### src/rtl/pa_protect_pkg.sv
// ---------------------------------------------------------------------------
// pa_protect_pkg
// Shared definitions for the PA protection block:
//   - state_t        : protection FSM states
//   - CAUSE_*        : trip_cause encoding
//   - DEF_*          : default trip thresholds
//   - select_cause() : fixed-priority cause encoder (fwd > ref > swr)
// ---------------------------------------------------------------------------
package pa_protect_pkg;

  typedef enum logic [1:0] {
    ST_IDLE  = 2'd0,
    ST_ARMED = 2'd1,
    ST_TRIP  = 2'd2,
    ST_HOLD  = 2'd3
  } state_t;

  localparam logic [1:0] CAUSE_NONE = 2'd0;
  localparam logic [1:0] CAUSE_FWD  = 2'd1;
  localparam logic [1:0] CAUSE_REF  = 2'd2;
  localparam logic [1:0] CAUSE_SWR  = 2'd3;

  localparam logic [11:0] DEF_FWD_LIMIT = 12'd3500;
  localparam logic [11:0] DEF_REF_LIMIT = 12'd1200;
  localparam logic [11:0] DEF_FWD_MIN   = 12'd400;

  // Highest-priority active condition wins; CAUSE_NONE when nothing applies.
  function automatic logic [1:0] select_cause(input logic fwd_hi,
                                              input logic ref_hi,
                                              input logic swr_hi);
    logic [1:0] cause;
    if (fwd_hi) begin
      cause = CAUSE_FWD;
    end else if (ref_hi) begin
      cause = CAUSE_REF;
    end else if (swr_hi) begin
      cause = CAUSE_SWR;
    end else begin
      cause = CAUSE_NONE;
    end
    return cause;
  endfunction

endpackage

### src/rtl/pa_ema.sv
// ---------------------------------------------------------------------------
// pa_ema
// Single-channel exponential moving average.
//   acc <= acc - (acc >> AVG_SHIFT) + sample   on every tick
//   avg  = acc >> AVG_SHIFT                     registered with the same tick
// The accumulator is 12+AVG_SHIFT bits wide; its steady state is bounded by
// 4095 << AVG_SHIFT, so it cannot overflow and needs no saturation.
// Ports:
//   clock, reset : system clock, asynchronous active-high reset
//   tick         : one-cycle sample strobe
//   sample       : 12-bit telemetry sample
//   avg          : 12-bit averaged value (valid the cycle after tick)
// ---------------------------------------------------------------------------
module pa_ema #(
  parameter int AVG_SHIFT = 3
) (
  input  logic        clock,
  input  logic        reset,
  input  logic        tick,
  input  logic [11:0] sample,
  output logic [11:0] avg
);

  localparam int AW = 12 + AVG_SHIFT;

  logic [AW-1:0] acc_r;
  logic [AW-1:0] acc_next_s;
  logic [11:0]   avg_r;

  // Next accumulator value: leak one 2^-AVG_SHIFT fraction, add the new sample.
  always_comb begin
    acc_next_s = acc_r - (acc_r >> AVG_SHIFT) + AW'(sample);
  end

  // Accumulator and output average; the average is taken from the new
  // accumulator so both move on the same edge.
  always_ff @(posedge clock or posedge reset) begin
    if (reset) begin
      acc_r <= {AW{1'b0}};
      avg_r <= 12'd0;
    end else if (tick) begin
      acc_r <= acc_next_s;
      avg_r <= 12'(acc_next_s >> AVG_SHIFT);
    end else begin
      acc_r <= acc_r;
      avg_r <= avg_r;
    end
  end

  assign avg = avg_r;

endmodule

### src/rtl/pa_protect.sv
// ---------------------------------------------------------------------------
// pa_protect
// Power-amplifier protection: averages forward/reflected power telemetry on
// a slow sample tick, trips on over-forward, over-reflected or (optionally)
// high-SWR conditions while transmitting, and inhibits transmit for a hold
// period afterwards.
//
// Build option: define PA_PROTECT_SWR_EN to include the SWR check
// (fwd_avg >= FWD_MIN and 4*ref_avg > fwd_avg). Without it no SWR logic is
// built and trip_cause never reports SWR.
//
// Ports:
//   clock      : system clock (80 kHz)
//   reset      : asynchronous active-high reset
//   init_done  : telemetry link configured (level)
//   ain1/ain2  : forward / reflected power telemetry, 12 bit
//   ptt        : transmit request from host
//   ptt_out    : gated transmit enable = ptt & ~inhibit
//   fwd_avg    : averaged ain1
//   ref_avg    : averaged ain2
//   trip       : one-cycle pulse on entry to TRIP
//   trip_cause : latched cause (0 none, 1 fwd, 2 ref, 3 swr)
// ---------------------------------------------------------------------------
module pa_protect
  import pa_protect_pkg::*;
#(
  parameter int          SAMPLE_DIV = 800,
  parameter int          AVG_SHIFT  = 3,
  parameter logic [11:0] FWD_LIMIT  = DEF_FWD_LIMIT,
  parameter logic [11:0] REF_LIMIT  = DEF_REF_LIMIT,
  parameter int          HOLD_TICKS = 100,
  parameter logic [11:0] FWD_MIN    = DEF_FWD_MIN
) (
  input  logic        clock,
  input  logic        reset,
  input  logic        init_done,
  input  logic [11:0] ain1,
  input  logic [11:0] ain2,
  input  logic        ptt,
  output logic        ptt_out,
  output logic [11:0] fwd_avg,
  output logic [11:0] ref_avg,
  output logic        trip,
  output logic [1:0]  trip_cause
);

  // Elaboration-time parameter range checks.
  generate
    if (SAMPLE_DIV < 2 || SAMPLE_DIV > 65535) begin : g_bad_div
      $error("pa_protect: SAMPLE_DIV out of range 2..65535");
    end
    if (AVG_SHIFT < 0 || AVG_SHIFT > 4) begin : g_bad_shift
      $error("pa_protect: AVG_SHIFT out of range 0..4");
    end
    if (HOLD_TICKS < 1 || HOLD_TICKS > 255) begin : g_bad_hold
      $error("pa_protect: HOLD_TICKS out of range 1..255");
    end
  endgenerate

  localparam logic [15:0] DIV_LAST  = 16'(SAMPLE_DIV - 1);
  localparam logic [7:0]  HOLD_LOAD = 8'(HOLD_TICKS);

  logic [15:0] cnt_r;
  logic        tick_s;
  logic [11:0] fwd_avg_s;
  logic [11:0] ref_avg_s;
  logic        fwd_hi_s;
  logic        ref_hi_s;
  logic        swr_hi_s;
  logic        any_hi_s;
  logic [1:0]  cause_s;

  state_t      state_r;
  logic        inhibit_r;
  logic        trip_r;
  logic [1:0]  cause_r;
  logic [7:0]  hold_r;

  // ---------------------------------------------------------------------
  // Sample tick generation
  // ---------------------------------------------------------------------
  assign tick_s = init_done && (cnt_r == DIV_LAST);

  // Tick divider: free-runs 0..SAMPLE_DIV-1 while the link is up, parked at 0 otherwise.
  always_ff @(posedge clock or posedge reset) begin
    if (reset) begin
      cnt_r <= 16'd0;
    end else if (!init_done) begin
      cnt_r <= 16'd0;
    end else if (tick_s) begin
      cnt_r <= 16'd0;
    end else begin
      cnt_r <= cnt_r + 16'd1;
    end
  end

  // ---------------------------------------------------------------------
  // Averaging channels
  // ---------------------------------------------------------------------
  pa_ema #(.AVG_SHIFT(AVG_SHIFT)) u_ema_fwd (
    .clock  (clock),
    .reset  (reset),
    .tick   (tick_s),
    .sample (ain1),
    .avg    (fwd_avg_s)
  );

  pa_ema #(.AVG_SHIFT(AVG_SHIFT)) u_ema_ref (
    .clock  (clock),
    .reset  (reset),
    .tick   (tick_s),
    .sample (ain2),
    .avg    (ref_avg_s)
  );

  // ---------------------------------------------------------------------
  // Limit conditions (on the registered averages)
  // ---------------------------------------------------------------------
  assign fwd_hi_s = (fwd_avg_s > FWD_LIMIT);
  assign ref_hi_s = (ref_avg_s > REF_LIMIT);

`ifdef PA_PROTECT_SWR_EN
  // 4*ref > fwd is reflection coefficient above 1/2 in amplitude terms;
  // both sides are widened to 14 bits so the shift cannot drop bits.
  assign swr_hi_s = (fwd_avg_s >= FWD_MIN) &&
                    ({ref_avg_s, 2'b00} > {2'b00, fwd_avg_s});
`else
  logic unused_fwd_min_s;
  assign unused_fwd_min_s = ^FWD_MIN;
  assign swr_hi_s = 1'b0;
`endif

  assign any_hi_s = fwd_hi_s | ref_hi_s | swr_hi_s;
  assign cause_s  = select_cause(fwd_hi_s, ref_hi_s, swr_hi_s);

  // ---------------------------------------------------------------------
  // Protection FSM. inhibit is registered together with the state so it is
  // already high in the first TRIP cycle and low in the first ARMED cycle.
  // ---------------------------------------------------------------------
  // Protection state machine with registered inhibit, trip pulse, cause and hold counter.
  always_ff @(posedge clock or posedge reset) begin
    if (reset) begin
      state_r   <= ST_IDLE;
      inhibit_r <= 1'b1;
      trip_r    <= 1'b0;
      cause_r   <= CAUSE_NONE;
      hold_r    <= 8'd0;
    end else begin
      trip_r <= 1'b0;
      case (state_r)
        ST_IDLE: begin
          if (init_done) begin
            state_r   <= ST_ARMED;
            inhibit_r <= 1'b0;
          end else begin
            inhibit_r <= 1'b1;
          end
        end
        ST_ARMED: begin
          if (!init_done) begin
            state_r   <= ST_IDLE;
            inhibit_r <= 1'b1;
          end else if (ptt && any_hi_s) begin
            state_r   <= ST_TRIP;
            inhibit_r <= 1'b1;
            trip_r    <= 1'b1;
            cause_r   <= cause_s;
            hold_r    <= HOLD_LOAD;
          end else begin
            inhibit_r <= 1'b0;
          end
        end
        ST_TRIP: begin
          inhibit_r <= 1'b1;
          if (!init_done) begin
            state_r <= ST_IDLE;
          end else begin
            state_r <= ST_HOLD;
          end
        end
        ST_HOLD: begin
          if (!init_done) begin
            state_r   <= ST_IDLE;
            inhibit_r <= 1'b1;
          end else if (hold_r == 8'd0) begin
            // Re-arm only after the host has dropped ptt: no automatic re-key.
            if (!ptt) begin
              state_r   <= ST_ARMED;
              inhibit_r <= 1'b0;
            end else begin
              inhibit_r <= 1'b1;
            end
          end else begin
            inhibit_r <= 1'b1;
            if (tick_s) begin
              hold_r <= hold_r - 8'd1;
            end else begin
              hold_r <= hold_r;
            end
          end
        end
        default: begin
          state_r   <= ST_IDLE;
          inhibit_r <= 1'b1;
        end
      endcase
    end
  end

  // ptt release must reach the PA without a clock of delay.
  assign ptt_out    = ptt & ~inhibit_r;
  assign fwd_avg    = fwd_avg_s;
  assign ref_avg    = ref_avg_s;
  assign trip       = trip_r;
  assign trip_cause = cause_r;

endmodule

### config.mk
export PLATFORM = sky130hd
export DESIGN_NAME = pa_protect
export DESIGN_NICKNAME = d
export VERILOG_FILES = /design/src/rtl/pa_protect_pkg.sv /design/src/rtl/pa_ema.sv /design/src/rtl/pa_protect.sv
export SDC_FILE = /design/constraint.sdc
export NUM_CORES = 1
export LEC_CHECK = 0
export CAP_MARGIN = 25
export CORE_ASPECT_RATIO = 0.6
export CORE_UTILIZATION = 35
export CTS_CLUSTER_DIAMETER = 200
export DETAILED_ROUTE_END_ITERATION = 10
export DONT_BUFFER_PORTS = 1
export PLACE_DENSITY_LB_ADDON = 0.15
export SLEW_MARGIN = 20
export SYNTH_ARGS = -nofsm -noshare
export SYNTH_HDL_FRONTEND = slang
export SYNTH_SLANG_ARGS = --single-unit
### constraint.sdc
create_clock -name clock -period 7.3 [get_ports clock]
set_clock_uncertainty 0.2 [all_clocks]
set_input_delay 1.46 -clock clock [delete_from_list [all_inputs] [get_ports clock]]
set_output_delay 1.46 -clock clock [all_outputs]
set_load 0.05 [all_outputs]
# == Word-level counts from Yosys, hierarchy flattened ==
# Cells that the tools add are included.
# totals
register_bits,84
# classes
n_addsub,6
order_cmp,2
eq_ne,13
muxes,27
n_bitwise,3
reduce_logical,8
# ops
cell,n
$mux 8,5
$mux 16,2
$add 15x12->15,2
$sub 15x12->15,2
$mux 2,9
$add 16x1->16 const B,1
$eq 16x10->1 const B,1
$pmux 8 s2,1
$gt 12x11->1 const B,1
$gt 12x12->1 const B,1
$ne 2x2->1 const B,6
$ne 3x3->1 const B,3
$logic_not 8->1,1
$mux 1,8
$pmux 2 s4,1
$sub 8x1->8 const B,1
$reduce_and 6->1,1
$eq 2x2->1 const B,2
$pmux 1 s4,1
$reduce_and 4->1,1
$reduce_and 3->1,1
$eq 2x1->1 const B,1
$logic_and 1x1->1,2
$logic_not 2->1,1
other kinds (4),4

# == Depth between registers and ports, before layout ==
# Gate-level depths: netlist (run 1).
# logic_depth
word_depth,6
depth_mapped,11
ltp_nobuf,11

# == Modules after synthesis ==
# Synthesis (run 1) repeated with hierarchy kept, for this count alone.
# hier_totals
hier_cells,583
area_unflattened_um2,5119.9
# modules_own_cells
module,n_inst,cells_per_inst,area_each_um2
pa_ema (u_ema_fwd),1,211,1771.7
pa_ema (u_ema_ref),1,202,1717.9
pa_protect,1,170,1630.3

# == Worst setup path after synthesis (run 1) ==
# OpenSTA, ideal clock, no wires.
# synth_timing
path_kind,in2reg
from,input ain2[4]
to,register u_ema_ref.acc_r[11]
setup_ns,0.133
arrival_time_ns,3.757
setup_slack_ns,3.210
stages,9
n_path_buf,0
cell_sequence,inv_1 fa_1 inv_1 ha_1 a2111oi_0 o21ai_0 a311oi_1 xor2_1 o21ai_0
# synth_via
elab_chain_cells,1
# synth_rtl
item,line_no,rtl
from (decl),pa_protect.sv:38,"input logic [11:0] ain2,"
$add 15x12->15,pa_ema.sv:32,acc_next_s = acc_r - (acc_r >> AVG_SHIFT) + AW'(sample);
to (signal assigned),pa_ema.sv:39,acc_r <= {AW{1'b0}};
to (signal assigned),pa_ema.sv:42,acc_r <= acc_next_s;
to (signal assigned),pa_ema.sv:45,acc_r <= acc_r;
to (decl),pa_ema.sv:26,logic [AW-1:0] acc_r;
# Every way passes these cells.
# A chain may end at the register's enable or synchronous reset.

# == Worst setup path after layout (run 1) ==
# layout_timing
from,input ain2[4]
to,register u_ema_ref.acc_r[12]
# Same word-level chain as after synthesis.

==> results of run 1 <==
==> final cells by class <==
| cell class | instances | area [µm²] | share of cell area [%] |
|---|---|---|---|
| clock inverters | 4 | 47.5 | 0.918 |
| repair buffers | 2 | 15.0 | 0.290 |
| well taps | 170 | 213 | 4.11 |
| clock buffers | 12 | 256 | 4.95 |
| inverters | 109 | 409 | 7.90 |
| multi-input cells | 362 | 2730 | 52.8 |
| flip-flops and latches | 60 | 1500 | 29.0 |
==> power by group through the flow <==
stage | logic (µW) | registers [µW] | clock network, µW
after global placement | 111 | 342 | 0
final | 112 | 337 | 437
after detailed placement | 112 | 342 | 0
after global routing | 130 | 337 | 470
after CTS | 113 | 336 | 452
after floorplan | 89.6 | 342 | 0
==> logic make-up (layout without fill, tap and decap cells) <==
family,Yosys count,in the layout,share of synthesized area [%]
xor gates and xnor gates,35,35,6.31
DFF,60,60,30.9
adders and majority gates,59,59,18.9
buffers and inverters,141,127,12.8
muxes,4,4,0.824
and+or+nand+nor,140,140,13.8
AOI/OAI and AO/OA,124,124,16.4
==> cell usage in the layout, fill, tap and decap left out, types with 3 or more instances in the layout <==
master     instances
nand3_1            9
nor3b_1            5
xnor2_1           13
a21o_1            10
ha_1              35
o21a_1             8
a211oi_1           5
o21ai_0           44
and2_1             4
xor2_1            22
fa_1              24
inv_1            108
mux2i_1            4
nor3_1             7
o31ai_1            3
nand2_1           53
nand4_1            5
nor2_1            35
nor4_1             3
clkbuf_16          9
nor2b_1            3
a21oi_1           22
o2111ai_1          3
a31oi_1            3
dfrtp_1           59
and3_1             4
==> worst paths after layout <==
path,endpoint,startpoint,cells after the start
min in group asynchronous,u_ema_ref.acc_r[1],reset,2
worst min register to register,hold_r[7],hold_r[7],1
max in group asynchronous,u_ema_fwd.acc_r[6],reset,2
worst max register to register,u_ema_ref.acc_r[12],u_ema_ref.acc_r[4],10
worst max-delay path,u_ema_ref.acc_r[12],ain2[4],10
worst min-delay path,hold_r[7],hold_r[7],1
==> registers in the layout, summed over array words and instances, names as in the netlist <==
signal	cells
u_ema_ref.acc_r	15
hold_r	8
state_r	2
u_ema_fwd.acc_r	15
trip_cause	2
inhibit_r	1
trip	1
cnt_r	16
==> critical path, cell delays in order <==
cell and delay, ns:
inv_1 0.04, fa_1 0.53, inv_1 0.05, ha_1 0.35, a2111oi_0 0.64, o21ai_0 0.29
a21boi_0 0.36, o21ai_0 0.15, xnor2_1 0.16, o21ai_0 0.09
==> through the flow <==
step | hold slack [ns] | power [µW] | area [µm²]
3_3_place_gp | 0.263 | 454 | 4870
6_report | 0.282 | 886 | 5180
3_5_place_dp | 0.265 | 455 | 4870
2_1_floorplan | 0.238 | 432 | 4860
5_1_grt | 0.294 | 936 | 5180
4_1_cts | 0.277 | 902 | 5180
==> metal layers <==
layer	share of wire [%]	global-route usage [%]
met3	5.8	5.19
met5	0	0
met4	0.23	3.50
met1	55	25.7
met2	39	21.7
==> impl_metrics.py, run 1 <==
metrics = {
    "outcome": {
        "status": "finished clean",
    },
    "cells_and_area": {
        "syn_to_final_growth_pct": 6.59,
        "final_cell_count_no_fill": 719,
        "final_nets": 631,
        "post_route_cells_drive_above_1_share_pct": 4.92,
        "fill_cells": 1331,
        "n_antenna_cell": 0,
        "final_core_util_pct": 39.3,
    },
    "job": {
        "cap_violations": 0,
    },
    "yosys": {
        "yosysMostFrequentCell": "inv_1",
        "yosysSeqAreaShare_pct": 30.9,
        "netlist-cell-type-count": 56,
        "async_reset_ff_share_pct": 100,
        "syn-instance-count": 563,
        "post_synth_instance_area_mm2": 0.00486,
        "synth_top_cells_by_area": "dfrtp_1 (30%), fa_1 (9.9%), ha_1 (9.0%)",
        "ys_ff_latch": 60,
        "syn-num-nets": 650,
        "synth.top_cell.area_share_pct": 30.4,
        "synth_edf_count": 0,
        "synth_top_area_cell": "dfrtp_1",
        "synth_common_cells": "inv_1 (109), dfrtp_1 (59), nand2_1 (53)",
        "synth-main-ff-cell": "dfrtp_1",
        "yosysWarnings": 0,
        "syn_area_per_cell_um2": 8.63,
    },
    "route": {
        "ant_nets": 0,
        "routed_wl_mm": 10.9,
        "route.detailed.drc": 0,
        "drt-initial-drc-count": 219,
        "dr.pass1.iters": 4,
        "wl_per_cell_um": 15.2,
        "vias_per_cell": 4.94,
        "vias": 3552,
    },
    "global_routing": {
        "grt_pass1_vias": 3407,
        "antenna_found_initial": 0,
        "overflow": 0,
        "grt_pass1_wl_mm": 18.4,
        "grt_max_degree": 61,
        "grt_usage_pct": 16.6,
    },
    "clock_network": {
        "tritoncts": "built",
        "clk_latency_ns": 0.33,
        "cts.sinks": 60,
        "cts_hold_buffers": 0,
        "numCtsBuffers": 9,
        "cts_max_level": 3,
        "post_cts_buffers": 0,
        "cts_root_buf": "clkbuf_16",
        "cts_buffer_depth": 2,
        "cts-resized-gates": 0,
        "clk_pin_slew_ns": 0.06,
    },
    "pwr": {
        "power_density_mw_per_mm2": 171,
        "p_int_uw": 661,
        "power_frac_comb_pct": 12.7,
        "power.leakage_uw": 0.00251,
        "peakVddDrop_v": 0.0000929,
        "p_sw_share_pct": 25.4,
        "seqPwrFrac_pct": 38.0,
        "switchingPower_uw": 225,
        "clkPwrFrac_pct": 49.3,
    },
    "setup_path": {
        "worstPathMaxFanout": 5,
        "crit_type": "in -> reg",
        "worstPathRequired_ns": 7.28,
        "startpoint_type": "input port",
        "r2r_slack_ns": 3.48,
        "critical_path_arrival_ns": 4.13,
        "cp-end-kind": "flip-flop",
    },
    "timing": {
        "max_freq_mhz": 241,
        "min_period_over_period_pct": 56.9,
        "worst_pin_slew_ns": 0.936,
        "setup_slack_ns": 3.14,
        "setup_viol": 0,
        "tns_ns": 0,
        "slew_headroom_pct": 37.5,
        "finalHoldViolations": 0,
        "rsz0062_at_grt": "no",
        "slew_viol_final": 0,
        "min_period_ns": 4.16,
    },
    "die": {
        "num_rows": 32,
        "die_y_um": 93.3,
        "pin_count": 56,
        "die_w_um": 154,
        "coreArea_mm2": 0.0132,
        "initial_core_util_pct": 36.9,
        "dieArea_mm2": 0.0144,
    },
    "placement": {
        "gp_congestion": 0.815,
        "dp_cells": 703,
        "dpl_worst_slack_ns": 2.77,
        "port_buffers": 0,
        "dpl.hpwl_mm": 8.31,
    },
    "worst_hold_path": {
        "hold_path.class": "reg -> reg",
    },
}
Power figures use the tool's default switching activity.
==> run 2, diff against run 1 <==
==> constraint.sdc (replaced) <==
create_clock -name clock -period 3.85 [get_ports clock]
set_clock_uncertainty 0.2 [all_clocks]
set_input_delay 0.77 -clock clock [delete_from_list [all_inputs] [get_ports clock]]
set_output_delay 0.77 -clock clock [all_outputs]
set_load 0.05 [all_outputs]
==> run 2 against run 1 <==
Effect of this change: wire length grew 2.1%; via count grew 2.8%; final cell count grew 2.5%; combinational power grew 94%; global-route usage grew 0.32 points; die area is the same; first-iteration DRC count shrank 13%; flip-flop and latch count is the same; largest power group unchanged.
==> impl_metrics.py, run 2 (same netlist as run 1, synthesis figures left out) <==
metrics = {
    "outcome": {
        "status": "finished clean",
    },
    "setup_path": {
        "worstRegToRegCells": 9,
        "rr_startpoint": "u_ema_fwd.acc_r[5]",
        "cp-end-kind": "flip-flop",
        "cp_num_buf_inv": 1,
        "crit_chain": "fa_1, inv_1, ha_1, a21o_1, a21boi_0, nor2_1, o311ai_0, mux2i_1, nand2_1",
        "r2r_slack_ns": 0.44,
        "r2r-end": "u_ema_fwd.acc_r[14]",
        "critical_path_arrival_ns": 3.43,
        "worstPathRequired_ns": 3.86,
        "cp_slowest_cell": "dfrtp_1",
        "crit_type": "reg -> reg",
        "cp_slowest_stage_delay_ns": 0.63,
        "crit_family": "compound AO/OA/AOI/OAI gates",
        "startpoint_type": "flip-flop",
        "worstPathMaxFanout": 5,
    },
    "global_routing": {
        "use_met2_pct": 23.2,
        "use_met3_pct": 4.91,
        "grt_pass1_wl_mm": 18.8,
        "antenna_found_initial": 0,
        "overflow": 0,
        "grt_busiest_layer": "met1",
        "grtUsageMet1_pct": 25.4,
        "grt_pass1_vias": 3582,
        "grt_max_degree": 49,
        "grt_usage_pct": 16.9,
    },
    "clock_network": {
        "numCtsBuffers": 9,
        "cts_max_level": 3,
        "cts.sinks": 60,
        "cts_hold_buffers": 0,
        "post_cts_buffers": 0,
        "tritoncts": "built",
        "clk_latency_ns": 0.33,
        "cts-resized-gates": 0,
        "clk_pin_slew_ns": 0.06,
        "cts_buffer_depth": 2,
        "cts_root_buf": "clkbuf_16",
    },
    "timing": {
        "max_freq_mhz": 293,
        "setup_slack_ns": 0.436,
        "slew_viol_final": 0,
        "finalHoldViolations": 0,
        "slew_headroom_pct": 38.6,
        "min_period_over_period_pct": 88.7,
        "min_period_ns": 3.41,
        "setup_viol": 0,
        "worst_pin_slew_ns": 0.919,
        "tns_ns": 0,
        "rsz0062_at_grt": "no",
    },
    "route": {
        "route.detailed.drc": 0,
        "wl_per_cell_um": 15.1,
        "dr.pass1.iters": 4,
        "vias": 3652,
        "vias_per_cell": 4.96,
        "drt-initial-drc-count": 190,
        "ant_nets": 0,
        "routed_wl_mm": 11.2,
    },
    "cells_and_area": {
        "final_cell_count_no_fill": 737,
        "fill_cells": 1329,
        "area.sequential_mm2": 0.00150,
        "n_antenna_cell": 0,
        "largest_register": "cnt_r",
        "layout_commonest_cell": "inv_1",
        "syn_to_final_growth_pct": 9.27,
        "layout_common_cells": "inv_1 (108), dfrtp_1 (59), nand2_1 (53)",
        "reg.largest.list": "cnt_r x16, u_ema_fwd.acc_r x15, u_ema_ref.acc_r x15",
        "multi_input_area_mm2": 0.00273,
        "largest_register_ffs": 16,
        "final_nets": 649,
        "post_route_cells_drive_above_1_share_pct": 7.58,
    },
    "pwr": {
        "power_density_mw_per_mm2": 317,
        "power_frac_comb_pct": 12.9,
        "clkPwrFrac_pct": 49.1,
        "seqPwrFrac_pct": 37.9,
        "totalPowerFinal_uw": 1680,
        "switchingPower_uw": 425,
        "p_sw_share_pct": 25.3,
        "power.leakage_uw": 0.00260,
        "peakVddDrop_v": 0.000196,
        "p_int_uw": 1260,
    },
    "placement": {
        "dp_cells": 721,
        "dpl_worst_slack_ns": 0.150,
        "gp_congestion": 0.827,
        "port_buffers": 0,
        "dpl.hpwl_mm": 8.81,
    },
    "die": {
        "coreArea_mm2": 0.0132,
        "pin_count": 56,
        "dieArea_mm2": 0.0144,
        "initial_core_util_pct": 36.9,
        "die_w_um": 154,
        "die_y_um": 93.3,
        "num_rows": 32,
    },
    "job": {
        "cap_violations": 0,
    },
    "worst_hold_path": {
        "hold_path.class": "in -> async",
    },
}
==> run 2: cell count changes in the layout (fill, tap and decap cells not counted), sizes merged <==
cell	change
buf	+18
clkbuf	+2
clkinv	-1
clkinvlp	-1
==> run 2: area by class of cell <==
type	count	share of cell area, %
clock buffers	14	4.97
well taps	170	4.01
flip-flops and latches	60	28.3
clock inverters	2	0.660
multi-input cells	362	51.5
repair buffers	20	2.83
inverters	109	7.71
==> run 2: how the worst max path moves through the flow <==
| stage | startpoint | end | slack [ns] | depth (start not counted) |
|---|---|---|---|---|
| detailed placement | ain1[1] | u_ema_fwd.acc_r[14] | 0.15 | 10 |
| global placement | ain1[1] | u_ema_fwd.acc_r[14] | 0.21 | 10 |
| floorplan | ain2[4] | u_ema_ref.acc_r[11] | 0.45 | 9 |
| finish | u_ema_fwd.acc_r[5] | u_ema_fwd.acc_r[14] | 0.44 | 9 |
| global route | u_ema_fwd.acc_r[5] | u_ema_fwd.acc_r[14] | 0.17 | 9 |
| CTS | u_ema_fwd.acc_r[5] | u_ema_fwd.acc_r[14] | 0.43 | 9 |
==> run 2: power groups by stage <==
stage	combinational [µW]	sequential [µW]	clock, µW
finish	217	638	827
global route	249	639	882
CTS	218	638	855
detailed placement	217	649	0
global placement	214	649	0
floorplan	170	649	0
==> run 2: per-stage QoR <==
stage	area, µm²	util, %	hold slack, ns
after detailed placement	5010	38.0	0.276
after global routing	5310	40.3	0.119
after global placement	5010	38.0	0.262
after floorplan	4860	-	0.238
final	5310	40.3	0.0922
after CTS	5310	40.3	0.101
==> run 2: metal layers <==
metal | vias to the layer above | wire (µm)
met4 | 0 | 110
met5 | - | 0
li1 | 1836 | -
met2 | 74 | 4270
met1 | 1732 | 6090
met3 | 10 | 695
